==> config.mk <==
export PLATFORM = sky130hd
export DESIGN_NAME = mac_sequencer
export DESIGN_NICKNAME = d
export VERILOG_FILES = /design/src/rtl/mac_sequencer.sv
export SDC_FILE = /design/constraint.sdc
export NUM_CORES = 1
export LEC_CHECK = 0
export ABC_AREA = 1
export CAP_MARGIN = 20
export CORE_UTILIZATION = 30
export CTS_BUF_LIST = sky130_fd_sc_hd__clkbuf_4
export CTS_CLUSTER_DIAMETER = 120
export CTS_CLUSTER_SIZE = 10
export DETAILED_ROUTE_END_ITERATION = 10
export PLACE_DENSITY = 0.44
export SYNTH_ARGS = -nofsm -noshare
export SYNTH_HDL_FRONTEND = slang
export SYNTH_SLANG_ARGS = --single-unit
export TNS_END_PERCENT = 100
==> constraint.sdc <==
create_clock -name clk -period 12.54 [get_ports clk]
set_input_delay 1.881 -clock clk [delete_from_list [all_inputs] [get_ports clk]]
set_output_delay 1.881 -clock clk [all_outputs]
set_load 0.01 [all_outputs]
==> src/rtl/mac_sequencer.sv <==
// Sequences the operand buffer slots 1..N_IN, accumulates x*w in Q8.8 and hands
// one saturated result downstream on valid/ack. Define MAC_SEQUENCER_RELU_EN to clamp negative results to zero.
module mac_sequencer #(
  parameter int N_IN  = 3,
  parameter int ACC_W = 40
) (
  input  logic        clk,
  input  logic        reset,
  input  logic        ready,
  input  logic [15:0] x,
  input  logic [15:0] w,
  output logic [1:0]  sel,
  output logic [15:0] out_data,
  output logic        out_valid,
  input  logic        out_ack,
  output logic        busy,
  output logic        overrun
);

  localparam int DATA_W = 16;
  localparam int COEF_W = 16;
  localparam int PROD_W = DATA_W + COEF_W;
  localparam logic [1:0] LAST_IDX = 2'(N_IN);
  localparam logic signed [ACC_W-1:0] SAT_MAX = ACC_W'(32767);
  localparam logic signed [ACC_W-1:0] SAT_MIN = ACC_W'(-32768);

`ifdef MAC_SEQUENCER_RELU_EN
  localparam bit RELU_EN = 1'b1;
`else
  localparam bit RELU_EN = 1'b0;
`endif

  typedef enum logic [1:0] {IDLE, MAC, OUT} state_t;

  state_t                    state_q, state_d;
  logic [1:0]                idx_p0;
  logic signed [ACC_W-1:0]   acc_p0;
  logic signed [PROD_W-1:0]  prod_p0;
  logic signed [ACC_W-1:0]   sum_p0;
  logic [DATA_W-1:0]         out_data_p1;
  logic                      pending_q, pending_d;
  logic                      overrun_q, overrun_d;

  // Drop the 8 fractional bits (floor), clamp to Q8.8, then optionally ReLU.
  function automatic logic [DATA_W-1:0] fmt_result(input logic signed [ACC_W-1:0] a);
    logic signed [ACC_W-1:0] sh;
    logic [DATA_W-1:0]       r;
    sh = a >>> 8;
    if (sh > SAT_MAX)      r = 16'h7FFF;
    else if (sh < SAT_MIN) r = 16'h8000;
    else                   r = sh[DATA_W-1:0];
    if (RELU_EN && r[DATA_W-1]) r = '0;
    return r;
  endfunction

  assign prod_p0 = $signed(x) * $signed(w);
  assign sum_p0  = acc_p0 + {{(ACC_W-PROD_W){prod_p0[PROD_W-1]}}, prod_p0};

  always_ff @(posedge clk) begin
    if (reset) begin
      state_q   <= IDLE;
      pending_q <= 1'b0;
      overrun_q <= 1'b0;
    end else begin
      state_q   <= state_d;
      pending_q <= pending_d;
      overrun_q <= overrun_d;
    end
  end

  // A ready seen while busy is queued once; a second one is lost and flagged.
  always_comb begin
    state_d   = state_q;
    pending_d = pending_q;
    overrun_d = overrun_q;
    case (state_q)
      IDLE: begin
        if (ready || pending_q) begin
          state_d   = MAC;
          pending_d = ready && pending_q;
        end
      end
      MAC: begin
        if (idx_p0 == LAST_IDX) state_d = OUT;
      end
      OUT: begin
        if (out_ack) state_d = pending_q ? MAC : IDLE;
      end
      default: state_d = IDLE;
    endcase
    if (state_q != IDLE && ready) begin
      if (pending_q) overrun_d = 1'b1;
      else           pending_d = 1'b1;
    end
    if (state_q == OUT && out_ack && pending_q) pending_d = 1'b0;
  end

  always_comb begin
    sel       = 2'd0;
    busy      = (state_q != IDLE);
    out_valid = (state_q == OUT);
    if (state_q == MAC) sel = idx_p0;
  end

  // Accumulate stage; the final edge of MAC also registers the formatted result.
  always_ff @(posedge clk) begin
    if (reset) begin
      idx_p0      <= 2'd0;
      acc_p0      <= '0;
      out_data_p1 <= '0;
    end else begin
      case (state_q)
        IDLE: begin
          if (ready || pending_q) begin
            idx_p0 <= 2'd1;
            acc_p0 <= '0;
          end
        end
        MAC: begin
          acc_p0 <= sum_p0;
          if (idx_p0 == LAST_IDX) out_data_p1 <= fmt_result(sum_p0);
          else                    idx_p0 <= idx_p0 + 2'd1;
        end
        OUT: begin
          if (out_ack && pending_q) begin
            idx_p0 <= 2'd1;
            acc_p0 <= '0;
          end
        end
        default: ;
      endcase
    end
  end

  assign out_data = out_data_p1;
  assign overrun  = overrun_q;

endmodule

==> metrics.yaml <==
setup_path:
  worstSetupPathType: "input pin to flop"
  cp_common_cell: "nand2_1"
  crit_path_start_kind: "input pin"
  crit_family: "adder cells"
  crit_arrival_ns: 11.25
  endpoint_kind: "flop"
  cp_data_required_time_ns: 12.87
  critPathSlowestCell: "clkdlybuf4s50_1"
  max_stage_delay_ns: 1.03
  critPathBufInv: 6
  path_max_fanout: 16
routing:
  vias: 12720
  wl_per_cell_um: 14.87
  vias_per_cell: 4.416
  drtPass1Iterations: 5
  postRouteAntennaNets: 0
  drc_errors: 0
  drt_iter0_markers: 611
  routed_wl_mm: 42.84
layout:
  drive_above_1_share: 0.03034
  fin_nets: 2624
  area_delta_synth_final_pct: 8.812
global_route:
  grt_overflow: 0
  antenna_found_initial: 1
  grt_max_degree: 48
  grt_pass1_vias: 13560
  grt_pass1_wl_mm: 72.53
  grtUsageTotal: 0.1727
outcome:
  status: "finished clean"
yosys:
  synth_area_leader_cell: "fa_1"
  synth-seq-area-share: 0.08049
  yosysMostFrequentCell: "nand2_1"
  synthesis.area_um2: 15420
  synth_top_area_frac: 0.3414
  synth-edff-count: 0
  synth_async_sr_flop_share: 0
  yosys_warnings: 0
  ys.flop_type: "dfxtp_1"
  synth_cells: 2192
  ys_ff_latch: 62
  synthTopCellsByCount: "nand2_1, inv_1, fa_1, a21oi_1, ha_1"
  synthesis.nets: 2613
  synth_cell_type_count: 42
  avgSynthCellArea_um2: 7.035
  synth_area_leaders: "fa_1, nand2_1, inv_1"
cts:
  clkTransAtPathRegs_ns: 0.11
  cts_tree: "done"
  clk_path_buf_depth: 2
  clk_latency_ns: 0.46
  cts_resized: 0
  cts-htree-levels: 3
  ctsHoldBuffers: 0
  numClockSinks: 62
  root_buffer: "clkbuf_4"
  cts_buffers: 9
  post-cts-setup-buffers: 0
placement:
  routabilityCongestion: 0.8874
  numPortBuffers: 56
  place_hpwl_mm: 36.46
  dp_slack_ns: 1.185
floorplanning:
  start_util: 0.3055
  die_h_um: 228.7
  dieArea_um2: 52310
  placementRows: 82
  core_area_um2: 50480
  die_w_um: 228.7
  pin_count: 57
timing:
  skew_ns: 0.02029
  hold_viol: 0
  slew_headroom: 0.3354
  setup_viol: 0
  period_needed_ns: 10.93
  max_freq_mhz: 91.51
  grt_setup_unrepaired: "no"
  finalSetupTns_ns: 0
  worstMarginPinSlew_ns: 0.9969
  min_period_over_period: 0.8715
  setup_ws_ns: 1.612
  drv_slew: 0
worst_hold_path:
  hold_class: "flop to flop"
job:
  cap_violations: 0
==> flip-flops by register name, indices dropped and copies added, names as in the netlist <==
register   count
acc_p0        40
pending_q      1
idx_p0         2
overrun        1
state_q        2
out_data      16
==> layout make-up <==
| type | instances | area [um2] |
|---|---|---|
| fillers | 5623 | 33700 |
| multi-input cells | 1472 | 11690 |
| inverters | 585 | 2196 |
| flip-flops and latches | 62 | 1241 |
| well taps | 672 | 840.8 |
| repair buffers | 73 | 683.2 |
| clock buffers | 10 | 75.07 |
| clock inverters | 6 | 47.55 |
| diodes | 1 | 2.502 |
==> kinds of logic (layout without fill, tap and decap cells) <==
kind of cell | after synthesis | count (layout) | share of synthesized area
compound gates | 196 | 196 | 0.06857
buf+inv | 658 | 674 | 0.1612
flops | 62 | 62 | 0.08049
fa+ha+maj | 385 | 385 | 0.4404
simple gates | 837 | 837 | 0.2186
other cells | 0 | 1 | 0
xor+xnor | 54 | 54 | 0.03067
==> worst register-to-register path, stage by stage, from the launching register on <==
cell	delay, ns
dfxtp_1	0.36
ha_1	0.30
inv_1	0.09
fa_1	0.36
inv_1	0.14
nand3_1	0.09
nand3_1	0.13
nand2_1	0.07
nand2_1	0.19
inv_1	0.07
o21bai_1	0.25
nand2_1	0.20
nand3_1	0.11
nand2_1	0.14
nor2_1	0.13
nand3_1	0.08
nor2_1	0.10
nand3_1	0.15
a21oi_4	0.38
a21oi_1	0.13
==> path summary, 6_finish.rpt <==
check | from | cells past startpoint | slack [ns] | endpoint
setup / recovery | x[6] | 39 | 1.61 | out_data[4]
hold / removal | out_data[15] | 2 | 0.48 | out_data[15]
setup reg to reg | acc_p0[0] | 19 | 8.98 | out_data[4]
hold reg to reg | out_data[15] | 2 | 0.48 | out_data[15]
==> per-layer routing <==
layer | track usage | share of wire
met1 | 0.2505 | 0.51
met2 | 0.2764 | 0.45
met3 | 0.01472 | 0.026
met4 | 0.04048 | 0.017
met5 | 0 | 0
==> metrics by stage <==
| step | util | hold WS (ns) | std cells | instance area (um2) |
|---|---|---|---|---|
| floorplan | - | 0.4453 | 2192 | 15420 |
| global placement | 0.3299 | 0.4535 | 2864 | 16650 |
| detailed placement | 0.3299 | 0.4616 | 2864 | 16650 |
| CTS | 0.3323 | 0.4799 | 2880 | 16780 |
| global route | 0.3324 | 0.4936 | 2881 | 16780 |
| finish | 0.3324 | 0.4763 | 2881 | 16780 |
==> layout by cell type, fill, tap and decap left out, types with 2 or more instances in the layout <==
| cell type | count |
|---|---|
| nor2_2 | 5 |
| nand3_1 | 58 |
| nor3_1 | 8 |
| o21ai_1 | 2 |
| nand4_1 | 9 |
| nand3_2 | 2 |
| buf_4 | 17 |
| nor4_1 | 2 |
| ha_1 | 122 |
| clkbuf_4 | 10 |
| or2_2 | 6 |
| nand2_2 | 15 |
| nor2_1 | 80 |
| o21bai_1 | 9 |
| nand3b_1 | 3 |
| clkinv_1 | 2 |
| dfxtp_1 | 62 |
| clkinvlp_4 | 4 |
| a21oi_1 | 125 |
| o21ai_0 | 40 |
| a31oi_1 | 7 |
| a21boi_0 | 2 |
| nand2_1 | 644 |
| xnor2_1 | 22 |
| o21a_1 | 2 |
| clkdlybuf4s50_1 | 55 |
| fa_1 | 263 |
| a21o_1 | 3 |
| inv_1 | 582 |
| xor2_1 | 32 |
Power is not shown: default switching activity piles up to over one toggle a cycle in this logic, so the estimate is an artifact.
